$ cat config.mk
export PLATFORM = sky130hd
export DESIGN_NAME = dff_reg_arbiter
export DESIGN_NICKNAME = d
export VERILOG_FILES = /design/src/rtl/dff_arb_pkg.sv /design/src/rtl/rr_pick.sv /design/src/rtl/dff_reg_arbiter.sv
export SDC_FILE = /design/constraint.sdc
export NUM_CORES = 1
export LEC_CHECK = 0
export BUFFER_PORTS_ARGS = -buffer_cell sky130_fd_sc_hd__buf_4
export CAP_MARGIN = 20
export CORE_MARGIN = 3
export CORE_UTILIZATION = 45
export DETAILED_ROUTE_END_ITERATION = 7
export HOLD_SLACK_MARGIN = 0.05
export PLACE_DENSITY = 0.87
export SETUP_SLACK_MARGIN = 0.2
export SLEW_MARGIN = 20
export SYNTH_ARGS = -nofsm -noshare
export SYNTH_HDL_FRONTEND = slang
export SYNTH_HIERARCHICAL = 1
export SYNTH_SLANG_ARGS = --single-unit
$ cat constraint.sdc
create_clock -name CLK -period 1.65 [get_ports CLK]
set_input_delay 0.0825 -clock CLK [delete_from_list [all_inputs] [get_ports CLK]]
set_output_delay 0.0825 -clock CLK [all_outputs]
set_load 0.005 [all_outputs]
$ cat src/rtl/dff_arb_pkg.sv
// Shared types and default sizing for the shared-register round-robin arbiter.
package dff_arb_pkg;
  localparam int DEF_N = 4;
  localparam int DEF_W = 8;

  typedef enum logic [1:0] {IDLE, WRITE, RELEASE} arb_state_t;
endpackage

$ cat src/rtl/rr_pick.sv
// Combinational round-robin picker: first set bit of (req & mask) searching
// ptr+1, ptr+2, ... modulo N.
module rr_pick #(
  parameter int N   = 4,
  parameter int IDW = $clog2(N)
) (
  input  logic [N-1:0]   req,
  input  logic [N-1:0]   mask,
  input  logic [IDW-1:0] ptr,
  output logic           found,
  output logic [IDW-1:0] winner
);
  logic [N-1:0]   cand;
  logic [IDW-1:0] sel;

  assign cand = req & mask;

  always_comb begin
    found  = 1'b0;
    winner = '0;
    sel    = '0;
    for (int k = 1; k <= N; k++) begin
      sel = IDW'((int'(ptr) + k) % N);
      if (!found && cand[sel]) begin
        found  = 1'b1;
        winner = sel;
      end
    end
  end
endmodule

$ cat src/rtl/dff_reg_arbiter.sv
// Round-robin arbiter and write sequencer for one shared W-bit register.
// Optional requester lock is enabled by defining ARB_LOCK_EN.
module dff_reg_arbiter
  import dff_arb_pkg::*;
#(
  parameter  int N   = DEF_N,
  parameter  int W   = DEF_W,
  localparam int IDW = $clog2(N)
) (
  input  logic             CLK,
  input  logic             Reset,
  input  logic [N-1:0]     req,
  input  logic [N*W-1:0]   data,
  input  logic [N-1:0]     lock,
  output logic [W-1:0]     Q,
  output logic [N-1:0]     ack,
  output logic [IDW-1:0]   gnt_id,
  output logic             busy,
  output arb_state_t       state_dbg
);
  // Handshake: requester raises req[i] with data stable; ack[i] rises one edge
  // after the grant, together with Q; requester drops req[i]; ack[i] then falls.

  arb_state_t     state, state_n;
  logic [IDW-1:0] ptr, ptr_n, gnt_n, win;
  logic [W-1:0]   q_n;
  logic [N-1:0]   ack_n, mask;
  logic           busy_n, found;
  logic [W-1:0]   data_w [N];

  for (genvar i = 0; i < N; i++) begin : g_unpack
    assign data_w[i] = data[i*W +: W];
  end

`ifdef ARB_LOCK_EN
  logic           lock_valid, lock_valid_n;
  logic [IDW-1:0] lock_id, lock_id_n;

  always_comb begin
    mask = '1;
    if (lock_valid) begin
      mask          = '0;
      mask[lock_id] = 1'b1;
    end
  end
`else
  logic unused_lock;
  assign unused_lock = ^lock;
  assign mask        = '1;
`endif

  rr_pick #(.N(N), .IDW(IDW)) u_pick (
    .req    (req),
    .mask   (mask),
    .ptr    (ptr),
    .found  (found),
    .winner (win)
  );

  always_ff @(posedge CLK) begin
    if (Reset) begin
      state  <= IDLE;
      ptr    <= IDW'(N - 1);
      Q      <= '0;
      ack    <= '0;
      gnt_id <= '0;
      busy   <= 1'b0;
`ifdef ARB_LOCK_EN
      lock_valid <= 1'b0;
      lock_id    <= '0;
`endif
    end else begin
      state  <= state_n;
      ptr    <= ptr_n;
      Q      <= q_n;
      ack    <= ack_n;
      gnt_id <= gnt_n;
      busy   <= busy_n;
`ifdef ARB_LOCK_EN
      lock_valid <= lock_valid_n;
      lock_id    <= lock_id_n;
`endif
    end
  end

  always_comb begin
    state_n = state;
    ptr_n   = ptr;
    q_n     = Q;
    ack_n   = ack;
    gnt_n   = gnt_id;
    busy_n  = busy;
`ifdef ARB_LOCK_EN
    lock_valid_n = lock_valid;
    lock_id_n    = lock_id;
`endif
    case (state)
      IDLE: begin
        if (found) begin
          gnt_n   = win;
          busy_n  = 1'b1;
          state_n = WRITE;
        end
      end
      WRITE: begin
        // Capture regardless of req level; an early drop just shortens RELEASE.
        q_n            = data_w[gnt_id];
        ack_n          = '0;
        ack_n[gnt_id]  = 1'b1;
        state_n        = RELEASE;
      end
      RELEASE: begin
        if (!req[gnt_id]) begin
          ack_n   = '0;
          ptr_n   = gnt_id;
          busy_n  = 1'b0;
          state_n = IDLE;
`ifdef ARB_LOCK_EN
          if (lock[gnt_id]) begin
            lock_valid_n = 1'b1;
            lock_id_n    = gnt_id;
          end else if (lock_valid && lock_id == gnt_id) begin
            lock_valid_n = 1'b0;
          end
`endif
        end
      end
      default: state_n = IDLE;
    endcase
  end

  assign state_dbg = state;
endmodule

==> reports/qor.csv, run 1 <==
metric;value;unit
status;finished clean;
use_met1;21.26;%
placeableCoreArea;0.002567;mm^2
die_w;58.84;um
cts_hold_buf;0;
synthCells;120;
grt_usage;17.89;%
dp_slack;0.2134;ns
multi_input_area;904.6;um^2
drt_iter0_markers;102;
synth_most_common_cell;dfxtp_1;
skew;0.008585;ns
async_flop_share;0;%
globalRoute.busiestLayer;met2;
drive_gt1_share;47.57;%
startpoint_type;register;
cp-end-kind;register;
dr.pass1.iters;4;
finalMaxSlewViolations;0;
min_path_cells;2;
routed_wl;3145;um
crit_type;reg2reg;
place_congestion;0.7851;
fmax;0.7053;GHz
via_per_inst;5.474;
dpl_cell_area;0.001714;mm^2
wire_per_inst;14.63;um
hpwl;2472;um
area_growth;44.92;%
synth-seq-cells;19;
synth.top_cell.area_share;30.28;%
fill_cells;191;
clock_path_buffers;2;
root_buffer;clkbuf_4;
regArea;385.4;um^2
irDropWorstVdd;0.7139;mV
synth_top_area_cell;dfxtp_1;
gr-usage-met3;4.167;%
min_period;1.418;ns
cts_tree;built;
die_y;58.84;um
reg2regPathDepth;4;
initial_core_util;48.93;%
utilization;70.91;%
leakage;0.0008060;uW
grt_pass1_vias;1110;
synth_warnings;6;
antenna_left;0;
synthFlopType;dfxtp_1;
rsz0062_at_grt;true;
numClockSinks;19;
avgSynthCellArea;10.47;um^2
fin_crit_sh;85.93;%
path_max_fanout;9;
route.vias.total;1177;
layout_setup_ws;0.2322;ns
ys_top_cells_by_count;dfxtp_1, mux2i_1, nor2_1;
rows;18;
drc;0;
setup_viol;0;
power.density;1029;mW/mm^2
use_met2;32.49;%
die_area;0.003462;mm^2
finalSetupTns;0;ns
grt_overflow;0;
synth_cell_types;34;
required;1.85;ns
cap_violations;0;
syn_area;0.001256;mm^2
numCtsBuffers;3;
io_buffers;54;
synth.area.top_cells;dfxtp_1, mux2i_1, mux4_2, nand2b_1, ha_1;
htree_levels;1;
worstPathArrival;1.62;ns
hold_viol;0;
clkTransAtPathRegs;0.11;ns
fin_nets;233;
ys_seq_area_share;30.28;%
grt_pass1_wl;4871;um
hp-class;in2reg;
whs;0.1172;ns
n_antenna_cell;0;
ios;59;
design_area;0.001821;mm^2
grt_max_degree;28;
antenna_found_initial;0;
synth_enable_flop_cells;0;
clkLatencyLatePin;0.30;ns
## critical path, stage by stage, from the launching register on
cell	delay (ns)
dfxtp_2	0.35
buf_4	0.20
mux4_1	0.57
mux2i_1	0.15
nor2_1	0.05
## layout make-up
| cell class | count | share of cell area (%) |
|---|---|---|
| multi-input combinational | 99 | 49.69 |
| timing repair buffer | 60 | 24.95 |
| sequential | 19 | 21.17 |
| tap | 30 | 2.062 |
| clock buffer | 3 | 1.237 |
| inverter | 3 | 0.6186 |
| clock inverter | 1 | 0.2749 |
## path summary, 6_finish.rpt
kind                               start                      to  slack (ns)
setup reg to reg  gnt_id[0]$_SDFFE_PP0P_       Q[3]$_SDFFE_PP0P_        0.23
hold / removal                     Reset  gnt_id[1]$_SDFFE_PP0P_        0.12
setup / recovery  gnt_id[0]$_SDFFE_PP0P_       Q[3]$_SDFFE_PP0P_        0.23
hold reg to reg      ack[3]$_SDFFE_PP0P_     ack[3]$_SDFFE_PP0P_        0.49
## report_power, final
| part | total (uW) | internal [uW] | leakage (uW) | switching, uW |
|---|---|---|---|---|
| registers | 650 | 569 | 0.000157 | 80.3 |
| clock network | 237 | 90.4 | 0.0000177 | 147 |
| logic | 987 | 557 | 0.000631 | 430 |
| total | 1870 | 1220 | 0.000806 | 657 |
## per-layer routing
metal,vias up,wire [um]
met3,5,389
met4,0,38
met2,66,1559
met5,-,0
met1,542,1158
li1,564,-
## metrics by stage
stage                     power, uW  instances
after floorplan                1216        128
final                          1874        215
after CTS                      1772        213
after global routing           1995        215
after global placement         1503        209
after detailed placement       1540        209
## kinds of logic (layout without fill, tap and decap cells)
family	count (synthesis)	count (layout)	synth area share, %
buffers and inverters	10	67	4.482
AOI/OAI and AO/OA	13	13	10.06
muxes	27	27	30.78
DFF	19	19	30.28
adders and majority gates	5	5	4.980
and+or+nand+nor	45	45	19.12
other	1	9	0.2985
## cell usage in the layout (no fill, tap or decap), types with 2 or more instances in the layout
cell type,n
a21oi_1,2
a22o_1,2
buf_4,59
clkbuf_4,3
conb_1,9
dfxtp_1,15
dfxtp_2,4
ha_1,4
inv_1,2
mux2i_1,16
mux2i_2,2
mux4_2,8
nand2_1,6
nand2b_1,10
nand3_1,3
nand3b_1,2
nor2_1,14
## sequential cells by signal, indices dropped and copies added (netlist names)
signal and cells:
state_dbg 2, gnt_id 2, busy 1, ptr 2, ack 4, Q 8
## timing repair
action                                  4_1_cts  5_1_grt
gates resized for setup                       0       15
gates cloned                                  0        0
endpoints found under the setup margin        7       17
buffers inserted                              0        2
pin swaps                                     1        2
endpoints found under the hold margin         0        0
(Power assumes the default switching activity.)
==> run 2, diff against run 1 <==
--- a/config.mk
+++ b/config.mk
@@ -8,12 +8,12 @@
 export BUFFER_PORTS_ARGS = -buffer_cell sky130_fd_sc_hd__buf_4
 export CAP_MARGIN = 20
 export CORE_MARGIN = 3
-export CORE_UTILIZATION = 45
+export CORE_UTILIZATION = 41
 export DETAILED_ROUTE_END_ITERATION = 7
 export HOLD_SLACK_MARGIN = 0.05
-export PLACE_DENSITY = 0.87
-export SETUP_SLACK_MARGIN = 0.2
-export SLEW_MARGIN = 20
+export PLACE_DENSITY = 0.84
+export SETUP_SLACK_MARGIN = 0.1
+export SLEW_MARGIN = 10
 export SYNTH_ARGS = -nofsm -noshare
 export SYNTH_HDL_FRONTEND = slang
 export SYNTH_HIERARCHICAL = 1
==> constraint.sdc (replaced) <==
create_clock -name CLK -period 1.2 [get_ports CLK]
set_input_delay 0.06 -clock CLK [delete_from_list [all_inputs] [get_ports CLK]]
set_output_delay 0.06 -clock CLK [all_outputs]
set_load 0.005 [all_outputs]
==> reports/qor.csv, run 2 (synthesized netlist as in run 1, its figures left out) <==
metric;value;unit
largest_reg_flops;8;
via_per_inst;5.794;
grt_usage;19.71;%
layout_common_cells;buf_4, mux2i_1, dfxtp_1, nor2_1, nand2b_1;
io_buffers;54;
finalSetupTns;-3.117;ns
ios;59;
clkLatencyLatePin;0.32;ns
fin_cells;228;
numClockSinks;19;
startpoint_type;register;
fmax;0.6911;GHz
htree_levels;1;
hold_viol;0;
cpLargestDelayFamily;multiplexers;
layout_setup_ws;-0.2469;ns
clkTransAtPathRegs;0.13;ns
route.vias.total;1321;
crit_type;reg2reg;
n_antenna_cell;0;
min_period;1.447;ns
grt_max_degree;28;
die_y;61.35;um
grt_overflow;0;
leakage;0.0008987;uW
drive_gt1_share;56.35;%
dr.pass1.iters;4;
numCtsBuffers;3;
place_congestion;0.8620;
path_max_fanout;6;
slowest_delay;0.49;ns
design_area;0.002049;mm^2
antenna_left;0;
fin_nets;245;
dpl_cell_area;0.001815;mm^2
area_growth;63.15;%
drt_iter0_markers;70;
final_common_cell;buf_4;
finalMaxSlewViolations;0;
path_cells;buf_12 -> mux4_2 -> mux2i_1 -> nor2_1;
routed_wl;4206;um
rows;19;
grt_pass1_vias;1185;
cp-end-kind;register;
irDropWorstVdd;0.9026;mV
grt_pass1_wl;5361;um
placeableCoreArea;0.002829;mm^2
status;complete, but fails checks;
root_buffer;clkbuf_4;
fin_crit_sh;120.6;%
die_area;0.003764;mm^2
antenna_found_initial;0;
top_register;Q;
placed_cells;219;
power.density;1496;mW/mm^2
cts_tree;built;
utilization;72.45;%
clock_path_buffers;2;
setup_viol;18;
worstPathArrival;1.65;ns
reg_top3;Q x8, ack x4;
cap_violations;0;
crit_buf_inv;1;
die_w;61.35;um
required;1.41;ns
hp-class;in2reg;
cp_slowest_cell;mux4_2;
rsz0062_at_grt;true;
hpwl;2657;um
drc;0;
wire_per_inst;18.45;um
initial_core_util;44.41;%
violations;setup timing;
skew;0.006659;ns
[run 2: cell count changes in the layout (fill, tap and decap cells not counted), sizes merged]
cell / delta
buf: +12
[run 2: path summary, 6_finish.rpt]
| kind | start | endpoint | slack (ns) | cells past startpoint |
|---|---|---|---|---|
| max reg2reg | gnt_id[0]$_SDFFE_PP0P_ | Q[3]$_SDFFE_PP0P_ | -0.25 | 4 |
| max | gnt_id[0]$_SDFFE_PP0P_ | Q[3]$_SDFFE_PP0P_ | -0.25 | 4 |
| min | Reset | Q[2]$_SDFFE_PP0P_ | 0.09 | 2 |
| min reg2reg | ack[3]$_SDFFE_PP0P_ | ack[3]$_SDFFE_PP0P_ | 0.50 | 2 |
[run 2: what timing repair did]
item                       in CTS  in global routing
pin swaps                       7                  3
setup buffers                   3                  2
gates resized for setup        26                 10
setup endpoints to repair      20                 20
hold buffers                    0                  0
[run 2: layer usage]
layer | track usage [%] | vias up | share of wire (%)
met1 | 20.39 | 653 | 35
met2 | 36.86 | 75 | 53
met3 | 5.241 | 6 | 10
li1 | - | 587 | -
met5 | 0 | - | 0
met4 | 8.788 | 0 | 1.3
[run 2: worst reg2reg max path: stages (launching register included)]
cell and delay (ns):
dfxtp_4 0.44, buf_12 0.13, mux4_2 0.49, mux2i_1 0.21, nor2_1 0.07
[run 2: cell type report]
cell class | instances | area, um^2
fillers | 169 | 779.5
repair buffers | 72 | 588.1
multi-input cells | 99 | 984.7
clock buffers | 3 | 22.52
inverters | 3 | 13.76
flip-flops and latches | 19 | 396.6
well taps | 31 | 38.79
clock inverters | 1 | 5.005
[run 2: metrics by stage]
step	power [uW]	hold WS [ns]	worst slack [ns]
4_1_cts	2933	0.08636	-0.1855
3_3_place_gp	2256	0.4036	-0.1791
6_report	3066	0.09449	-0.2469
2_1_floorplan	1690	0.2361	-0.1764
5_1_grt	3213	0.09804	-0.3129
3_5_place_dp	2344	0.4218	-0.2405
[run 2: power by group]
part | switching (uW) | internal [uW] | leakage, uW
Combinational | 743 | 1050 | 0.000723
Clock | 234 | 125 | 0.0000177
Sequential | 129 | 787 | 0.000158
==> run 3, diff against run 2 <==
--- a/config.mk
+++ b/config.mk
@@ -5,13 +5,14 @@
 export SDC_FILE = /design/constraint.sdc
 export NUM_CORES = 1
 export LEC_CHECK = 0
-export BUFFER_PORTS_ARGS = -buffer_cell sky130_fd_sc_hd__buf_4
 export CAP_MARGIN = 20
 export CORE_MARGIN = 3
-export CORE_UTILIZATION = 41
+export CORE_UTILIZATION = 45
+export CTS_BUF_LIST = sky130_fd_sc_hd__clkbuf_8
 export DETAILED_ROUTE_END_ITERATION = 7
+export DONT_BUFFER_PORTS = 1
 export HOLD_SLACK_MARGIN = 0.05
-export PLACE_DENSITY = 0.84
+export PLACE_DENSITY = 0.71
 export SETUP_SLACK_MARGIN = 0.1
 export SLEW_MARGIN = 10
 export SYNTH_ARGS = -nofsm -noshare
==> reports/qor.csv, run 3 (synthesized netlist as in run 1, its figures left out) <==
metric;value;unit
grt_pass1_wl;5071;um
skew;0.005330;ns
dp_slack;-0.2431;ns
drive_gt1_share;43.24;%
drc;0;
setup_viol;17;
antenna_found_initial;0;
startpoint_type;register;
grt_usage;19.21;%
die_area;0.003462;mm^2
rows;18;
cts_tree;built;
root_buffer;clkbuf_8;
die_y;58.84;um
power.share.clock;16.1;%
cap_violations;0;
top_register;Q;
path_max_fanout;5;
cp_slowest_cell;mux4_2;
regArea;397.9;um^2
finalMaxSlewViolations;0;
layout_common_cells;buf_4, mux2i_1, nor2_1;
crit_buf_inv;0;
multi_input_area;987.2;um^2
placeableCoreArea;0.002567;mm^2
fin_nets;196;
numCtsBuffers;3;
area_growth;34.76;%
die_w;58.84;um
numClockSinks;19;
swShare;34.68;%
initial_core_util;48.93;%
whs;-0.1394;ns
crit_type;reg2reg;
hpwl;2275;um
n_antenna_cell;0;
clkTransAtPathRegs;0.07;ns
fill_cells;203;
grt_pass1_vias;1088;
cpLargestDelayFamily;multiplexers;
path_cells;mux4_2 -> nor2b_4 -> mux2i_1;
route.vias.total;1056;
reg_top3;Q x8, ack x4;
io_buffers;0;
dpl_cell_area;0.001419;mm^2
routed_wl;3334;um
dr.pass1.iters;4;
via_per_inst;5.933;
layout_setup_ws;-0.1776;ns
min_period;1.378;ns
switchingPower;975.1;uW
place_congestion;0.8335;
clkLatencyLatePin;0.26;ns
ios;59;
worstPathArrival;1.56;ns
required;1.38;ns
fmax;0.7259;GHz
hold_viol;17;
irDropWorstVdd;1.403;mV
pwr-share-seq;33.2;%
cp-end-kind;register;
violations;hold timing, setup timing;
leakage;0.0006603;uW
slowest_delay;0.55;ns
design_area;0.001693;mm^2
grt_overflow;0;
hp-class;in2reg;
grt_max_degree;28;
status;complete, but fails checks;
fin_crit_sh;114.8;%
wire_per_inst;18.73;um
internal_power;1837;uW
htree_levels;1;
rsz0062_at_grt;true;
p_comb_share;50.7;%
largest_reg_flops;8;
antenna_left;0;
power.density;1661;mW/mm^2
drt_iter0_markers;29;
final_common_cell;buf_4;
clock_path_buffers;2;
## run 3: per-layer routing
layer | global-route usage [%] | routed length [um]
met1 | 21.36 | 1217
met2 | 34.70 | 1735
met3 | 6.360 | 314
met4 | 5.178 | 66
met5 | 0 | 0
## run 3: timing repair
item / CTS / global route
gates resized for setup: 22 / 11
pin swaps: 4 / 10
endpoints found under the setup margin: 19 / 19
gates cloned: 0 / 1
endpoints found under the hold margin: 19 / 19
buffers inserted: 4 / 2
## run 3: worst paths after layout
check                    startpoint                endpoint  slack [ns]  cells past startpoint
min reg2reg     ack[2]$_SDFFE_PP0P_     ack[2]$_SDFFE_PP0P_        0.50                      2
max reg2reg  gnt_id[0]$_SDFFE_PP0P_     ptr[1]$_SDFFE_PP1P_       -0.18                      3
min                           Reset  gnt_id[0]$_SDFFE_PP0P_       -0.14                      1
max          gnt_id[0]$_SDFFE_PP0P_     ptr[1]$_SDFFE_PP1P_       -0.18                      3
## run 3: power by group through the flow
| stage | registers [uW] | logic [uW] | clock network, uW |
|---|---|---|---|
| 6_report | 935 | 1430 | 451 |
| 5_1_grt | 960 | 1540 | 480 |
| 4_1_cts | 925 | 1300 | 465 |
| 3_5_place_dp | 935 | 1070 | 0 |
| 3_3_place_gp | 930 | 1020 | 0 |
| 2_1_floorplan | 898 | 793 | 0 |
## run 3: area by class of cell
| cell class | count | share of cell area (%) |
|---|---|---|
| timing repair buffer | 23 | 12.42 |
| multi-input combinational | 99 | 58.31 |
| tap | 30 | 2.217 |
| sequential | 19 | 23.50 |
| clock buffer | 3 | 2.439 |
| inverter | 3 | 0.8130 |
| clock inverter | 1 | 0.2956 |
## run 3: metrics by stage
stage,cells,total power (uW),TNS (ns),util [%]
after global placement,167,1954,-2.220,55.26
after detailed placement,167,2002,-3.071,55.26
final,178,2812,-2.207,65.94
after global routing,178,2982,-3.276,65.94
after CTS,175,2685,-1.900,62.87
after floorplan,128,1690,-1.645,-
